`config.mk`:
```
export PLATFORM = sky130hd
export DESIGN_NAME = traffic_phase_ctrl
export DESIGN_NICKNAME = d
export VERILOG_FILES = /design/src/rtl/traffic_pkg.sv /design/src/rtl/traffic_flash_gen.sv /design/src/rtl/traffic_phase_ctrl.sv
export SDC_FILE = /design/constraint.sdc
export NUM_CORES = 1
export LEC_CHECK = 0
export CAP_MARGIN = 10
export CORE_MARGIN = 3
export CORE_UTILIZATION = 25
export CTS_CLUSTER_SIZE = 20
export DETAILED_ROUTE_END_ITERATION = 6
export SKIP_CTS_REPAIR_TIMING = 1
export SKIP_LAST_GASP = 1
export SLEW_MARGIN = 20
export SYNTH_ARGS = -nofsm -noshare
export SYNTH_HDL_FRONTEND = slang
export SYNTH_SLANG_ARGS = --single-unit
```
`constraint.sdc`:
```
create_clock -name clk -period 4.4 [get_ports clk]
set_input_delay 0.44 -clock clk [delete_from_list [all_inputs] [get_ports clk]]
set_output_delay 0.44 -clock clk [all_outputs]
set_load 0.02 [all_outputs]
```
`src/rtl/traffic_pkg.sv`:
```
// traffic_pkg: shared definitions for the traffic phase controller.
//   - Phase boundary counts of the 0..53 traffic cycle.
//   - Controller state encoding.
//   - Light codes, packed as {red,yellow,green}.
//   - Helper functions for light decode and count-continuity checking.
package traffic_pkg;

  localparam int N = 6;

  localparam logic [N-1:0] CNT_ZERO   = 6'd0;
  localparam logic [N-1:0] CNT_MAX    = 6'd53;
  localparam logic [N-1:0] NS_Y_START = 6'd21;
  localparam logic [N-1:0] AR1_START  = 6'd25;
  localparam logic [N-1:0] EW_G_START = 6'd27;
  localparam logic [N-1:0] EW_Y_START = 6'd48;
  localparam logic [N-1:0] AR2_START  = 6'd52;
  localparam logic [N-1:0] WALK_LEN   = 6'd12;
  // First count on which walk is no longer shown.
  localparam logic [N-1:0] WALK_END   = EW_G_START + WALK_LEN;

  localparam int FLASH_DIV = 4;
  localparam int FLASH_W   = $clog2(FLASH_DIV);

  localparam logic [2:0] RED = 3'b100;
  localparam logic [2:0] YEL = 3'b010;
  localparam logic [2:0] GRN = 3'b001;
  localparam logic [2:0] OFF = 3'b000;

  typedef enum logic [2:0] {
    SYNC  = 3'd0,
    NS_G  = 3'd1,
    NS_Y  = 3'd2,
    AR1   = 3'd3,
    EW_G  = 3'd4,
    EW_Y  = 3'd5,
    AR2   = 3'd6,
    FAULT = 3'd7
  } state_t;

  // Steady light pattern {ns,ew} for a state; SYNC and FAULT fall back to all red.
  function automatic logic [5:0] phase_lights(input state_t s);
    logic [5:0] l;
    case (s)
      NS_G:    l = {GRN, RED};
      NS_Y:    l = {YEL, RED};
      AR1:     l = {RED, RED};
      EW_G:    l = {RED, GRN};
      EW_Y:    l = {RED, YEL};
      AR2:     l = {RED, RED};
      default: l = {RED, RED};
    endcase
    return l;
  endfunction

  // A count is legal if it repeats, advances by one, or wraps from CNT_MAX to 0.
  // The increment is done one bit wider so 63+1 can never alias to 0.
  function automatic logic cnt_legal(input logic [N-1:0] prev, input logic [N-1:0] cur);
    logic [N:0] prev_inc;
    logic       ok;
    prev_inc = {1'b0, prev} + {{N{1'b0}}, 1'b1};
    if (cur > CNT_MAX) begin
      ok = 1'b0;
    end else if (cur == prev) begin
      ok = 1'b1;
    end else if ({1'b0, cur} == prev_inc) begin
      ok = 1'b1;
    end else if ((prev == CNT_MAX) && (cur == CNT_ZERO)) begin
      ok = 1'b1;
    end else begin
      ok = 1'b0;
    end
    return ok;
  endfunction

endpackage

```
`src/rtl/traffic_flash_gen.sv`:
```
// traffic_flash_gen: divider for the fault-mode red flash.
//   clk      in  clock
//   rst_n    in  asynchronous active-low reset
//   en       in  high while the controller sits in FAULT
//   flash_on out phase the reds must take on the current edge (1 = lit)
// While disabled the divider rests at zero with the phase ON, so the first
// FLASH_DIV clocks of a fault are lit, the next FLASH_DIV dark, and so on.
module traffic_flash_gen
  import traffic_pkg::*;
(
  input  logic clk,
  input  logic rst_n,
  input  logic en,
  output logic flash_on
);

  logic [FLASH_W-1:0] div_r;
  logic               phase_r;
  logic               tick_s;

  assign tick_s   = en && (div_r == FLASH_W'(FLASH_DIV - 1));
  // Look-ahead phase so the registered lights flip exactly on the tick edge.
  assign flash_on = tick_s ? ~phase_r : phase_r;

  // Divider and flash phase register.
  always_ff @(posedge clk or negedge rst_n) begin
    if (!rst_n) begin
      div_r   <= {FLASH_W{1'b0}};
      phase_r <= 1'b1;
    end else if (!en) begin
      div_r   <= {FLASH_W{1'b0}};
      phase_r <= 1'b1;
    end else if (tick_s) begin
      div_r   <= {FLASH_W{1'b0}};
      phase_r <= ~phase_r;
    end else begin
      div_r   <= div_r + FLASH_W'(1);
      phase_r <= phase_r;
    end
  end

endmodule

```
`src/rtl/traffic_phase_ctrl.sv`:
```
// traffic_phase_ctrl: decodes the traffic cycle count into NS/EW light phases,
// serves a latched pedestrian request and drops into a flashing-red fault mode
// when the count stream breaks continuity.
//   clk      in  clock (count changes on negedge, sampled here on posedge)
//   rst_n    in  asynchronous active-low reset
//   cnt      in  cycle count 0..53
//   ped_req  in  pedestrian request, level or pulse
//   ns_light out {red,yellow,green} for NS, 000 only while fault flash is dark
//   ew_light out {red,yellow,green} for EW, same rule
//   walk     out walk signal for crossing the NS road
//   ped_ack  out one-clock pulse on the edge walk starts
//   fault    out continuity fault active
module traffic_phase_ctrl
  import traffic_pkg::*;
(
  input  logic         clk,
  input  logic         rst_n,
  input  logic [N-1:0] cnt,
  input  logic         ped_req,
  output logic [2:0]   ns_light,
  output logic [2:0]   ew_light,
  output logic         walk,
  output logic         ped_ack,
  output logic         fault
);

  state_t       state_r;
  state_t       state_nx_s;
  logic [N-1:0] prev_cnt_r;
  logic         ped_pending_r;
  logic         legal_s;
  logic         flash_en_s;
  logic         flash_on_s;
  logic         walk_start_s;

  assign legal_s    = cnt_legal(prev_cnt_r, cnt);
  assign flash_en_s = (state_r == FAULT);

  traffic_flash_gen u_flash (
    .clk      (clk),
    .rst_n    (rst_n),
    .en       (flash_en_s),
    .flash_on (flash_on_s)
  );

  // Next phase: each run phase advances when the sampled count hits the next
  // phase's start; any continuity break overrides the advance.
  always_comb begin
    state_nx_s = state_r;
    case (state_r)
      SYNC:    state_nx_s = (cnt == CNT_ZERO) ? NS_G : SYNC;
      FAULT:   state_nx_s = (cnt == CNT_ZERO) ? NS_G : FAULT;
      NS_G:    state_nx_s = !legal_s ? FAULT : ((cnt == NS_Y_START) ? NS_Y : NS_G);
      NS_Y:    state_nx_s = !legal_s ? FAULT : ((cnt == AR1_START)  ? AR1  : NS_Y);
      AR1:     state_nx_s = !legal_s ? FAULT : ((cnt == EW_G_START) ? EW_G : AR1);
      EW_G:    state_nx_s = !legal_s ? FAULT : ((cnt == EW_Y_START) ? EW_Y : EW_G);
      EW_Y:    state_nx_s = !legal_s ? FAULT : ((cnt == AR2_START)  ? AR2  : EW_Y);
      AR2:     state_nx_s = !legal_s ? FAULT : ((cnt == CNT_ZERO)   ? NS_G : AR2);
      default: state_nx_s = FAULT;
    endcase
  end

  // Walk begins only on the edge that enters EW_G with a request waiting.
  assign walk_start_s = (state_nx_s == EW_G) && (state_r != EW_G) && ped_pending_r;

  // Controller state and all registered outputs.
  always_ff @(posedge clk or negedge rst_n) begin
    if (!rst_n) begin
      state_r       <= SYNC;
      prev_cnt_r    <= CNT_ZERO;
      ped_pending_r <= 1'b0;
      ns_light      <= RED;
      ew_light      <= RED;
      walk          <= 1'b0;
      ped_ack       <= 1'b0;
      fault         <= 1'b0;
    end else begin
      state_r    <= state_nx_s;
      prev_cnt_r <= cnt;
      ped_ack    <= walk_start_s;
      fault      <= (state_nx_s == FAULT);
      if (state_nx_s == FAULT) begin
        ns_light      <= flash_on_s ? RED : OFF;
        ew_light      <= flash_on_s ? RED : OFF;
        walk          <= 1'b0;
        ped_pending_r <= 1'b0;
      end else begin
        {ns_light, ew_light} <= phase_lights(state_nx_s);
        if (walk_start_s) begin
          // A request arriving on the start edge is served by this walk.
          walk          <= 1'b1;
          ped_pending_r <= 1'b0;
        end else begin
          if ((state_nx_s != EW_G) || (cnt == WALK_END)) begin
            walk <= 1'b0;
          end else begin
            walk <= walk;
          end
          // Requests seen on the fault-exit edge still belong to the fault.
          ped_pending_r <= ped_pending_r | (ped_req & (state_r != FAULT));
        end
      end
    end
  end

endmodule

```
==> flow_metrics.py <==
metrics = {
    "power_and_ir_drop": {
        "power.density_nw_per_um2": 430,
        "switchingPower_uw": 233,
        "cellInternalPower_uw": 458,
        "clkPwrFrac": 0.213,
        "pwr-share-comb": 0.371,
        "total_power_uw": 691,
        "p_leak_uw": 0.000621,
        "power_frac_seq": 0.416,
        "power.share.switching": 0.337,
        "ir_drop_uv": 300,
    },
    "clock_network": {
        "cts_buffer_depth": 2,
        "clock-root-buffer": "clkbuf_8",
        "cts.sinks": 22,
        "cts_tree": "built",
        "htreeDepth": 1,
        "insertion_delay_ns": 0.27,
        "numCtsBuffers": 3,
        "clkSlewWorstSetupHoldPaths_ns": 0.08,
    },
    "run": {
        "drv_cap": 0,
    },
    "global_routing": {
        "grt_pass1_wl_um": 5010,
        "antenna_found_initial": 0,
        "grt_pass1_vias": 1060,
        "grt_max_degree": 23,
        "grt_usage": 0.102,
        "overflow": 0,
    },
    "die": {
        "die_w_um": 79.7,
        "ios": 18,
        "start_util": 0.262,
        "dieArea_um2": 6340,
        "floorplan.die.height_um": 79.7,
        "core_area_um2": 5170,
        "rows": 26,
    },
    "timing": {
        "fin_skew_ns": 0.00112,
        "max_slew_margin": 0.657,
        "finalSetupViolations": 0,
        "rsz0062_at_grt": "false",
        "final.period_utilization": 0.628,
        "finalMaxSlewViolations": 0,
        "finalHoldViolCount": 0,
        "worst_pin_slew_ns": 0.515,
        "holdWs_ns": 0.134,
        "tns_ns": 0,
        "layout_min_cycle_time_ns": 2.76,
        "clock.fmax_mhz": 362,
    },
    "setup_path": {
        "critPathKind": "in -> reg",
        "cpMostUsedCell": "or3_1",
        "crit_fanout": 10,
        "cp_data_required_time_ns": 4.59,
        "slowest_stage": "clkdlybuf4s50_1",
        "cp_slowest_stage_delay_ns": 0.60,
        "crit_path_end_kind": "flop",
        "critPathTopFamily": "simple AND/OR/NAND/NOR gates",
        "path_buf_inv": 1,
        "worst_setup_path_start_kind": "input port",
        "crit_arrival_ns": 2.96,
        "crit_path_cell_trace": "clkdlybuf4s50_1, or3_1, nor4_1, a31oi_1, o31a_1, or3_1, and4_4, a211oi_2",
    },
    "finish": {
        "final_layout_size_suffix_gt1_frac": 0.0974,
        "syn2layout_area_growth_pct": 18.6,
        "instances_no_fill": 224,
        "nNetsFinal": 167,
        "finish.utilization": 0.311,
        "diodes": 0,
        "fillCellCount": 536,
    },
    "synth": {
        "synth_cell_types": 50,
        "yosysTopAreaCell": "dfrtp_1",
        "synth_top_area_share": 0.351,
        "yosys_warnings": 0,
        "synth.most_common_cell": "dfrtp_1",
        "synth_area_leaders": "dfrtp_1, dfstp_2, xor2_1, nand2_1, ha_1",
        "synth_seq_area_share": 0.409,
        "synth_common_cells": "dfrtp_1, nand2_1, nor2_1",
        "avgSynthCellArea_um2": 9.55,
        "synthArstFlopShare": 1.00,
        "synth_edf_count": 0,
        "syn_area_um2": 1360,
        "synthCells": 142,
        "synth_nets": 154,
        "ys_seq_elements": 22,
        "synth_ff_type": "dfrtp_1",
    },
    "worst_hold_path": {
        "min_path_type": "in -> async",
    },
    "detailed_routing": {
        "avgRoutedWirePerCell_um": 13.3,
        "via_per_inst": 4.90,
        "vias": 1098,
        "drtPass1Iterations": 4,
        "wl_um": 2980,
        "route.detailed.drc": 0,
        "first_iter_violations": 59,
        "ant_nets": 0,
    },
    "placed_design": {
        "portBuffers": 17,
        "dp_hpwl_um": 2180,
        "dp.cells": 220,
        "gp_congestion": 0.805,
    },
    "run_status": {
        "status": "finished clean",
    },
}
[registers in the layout, summed over array words and instances, names as in the netlist]
name,count
prev_cnt_r,6
ew_light,3
ns_light,3
state_r,3
u_flash.div_r,2
fault,1
ped_ack,1
ped_pending_r,1
u_flash.phase_r,1
walk,1
[area by class of cell]
| class | count | area (µm²) | area share |
|---|---|---|---|
| clock buffer | 4 | 55.1 | 0.0342 |
| tap | 70 | 87.6 | 0.0544 |
| timing repair buffer | 17 | 165 | 0.103 |
| multi-input combinational | 106 | 728 | 0.453 |
| sequential | 22 | 554 | 0.344 |
| inverter | 5 | 18.8 | 0.0117 |
[final timing paths]
path | slack, ns | cells after the start | to | startpoint
setup / recovery | 1.64 | 8 | ns_light[2]$_DFF_PN1_ | cnt[5]
hold / removal | 0.13 | 1 | prev_cnt_r[2]$_DFF_PN0_ | rst_n
setup reg to reg | 1.91 | 8 | ped_pending_r$_DFF_PN0_ | prev_cnt_r[0]$_DFF_PN0_
hold reg to reg | 0.44 | 1 | u_flash.div_r[0]$_DFF_PN0_ | u_flash.div_r[0]$_DFF_PN0_
max in group asynchronous | 3.90 | 1 | u_flash.phase_r$_DFF_PN1_ | rst_n
min in group clk | 0.44 | 1 | u_flash.div_r[0]$_DFF_PN0_ | u_flash.div_r[0]$_DFF_PN0_
[kinds of logic after synthesis]
kind of cell,after synthesis,share of synthesized area
AOI/OAI and AO/OA,31,0.167
buffers and inverters,14,0.0544
and+or+nand+nor,58,0.244
xor gates and xnor gates,12,0.0830
DFF,22,0.409
muxes,2,0.0148
adders and majority gates,3,0.0277
[cell usage in the layout (no fill, tap or decap), types with 3 or more instances in the layout]
cell type,instances
dfrtp_1,19
clkdlybuf4s50_1,16
nand2_1,11
nor2_1,8
nor3_1,7
xor2_1,7
nor2b_1,6
inv_1,5
nand3_1,4
xnor2_1,4
a21oi_1,4
clkbuf_8,4
and2_1,3
o211ai_1,3
nor4_1,3
o21ai_0,3
o31ai_1,3
ha_1,3
dfstp_2,3
[layer usage]
metal  up-vias  part of all wire  global-route usage
li1        534                 -                   -
met1       524              0.48               0.131
met2        36              0.45               0.163
met3         4             0.038             0.00677
met4         0             0.029              0.0722
met5         -                 0                   0
[through the flow]
step           area (µm²)  setup WS [ns]
5_1_grt              1610           1.51
6_report             1610           1.64
2_1_floorplan        1360           2.05
3_5_place_dp         1560           1.36
4_1_cts              1610           1.63
3_3_place_gp         1560           1.36
[power by group through the flow]
stage / logic [µW] / registers (µW) / clock network [µW]
3_5_place_dp: 259 / 291 / 0
6_report: 256 / 288 / 147
5_1_grt: 284 / 296 / 158
2_1_floorplan: 186 / 294 / 0
4_1_cts: 260 / 288 / 152
3_3_place_gp: 256 / 293 / 0
Note: power is estimated with default switching activity, not from simulation.
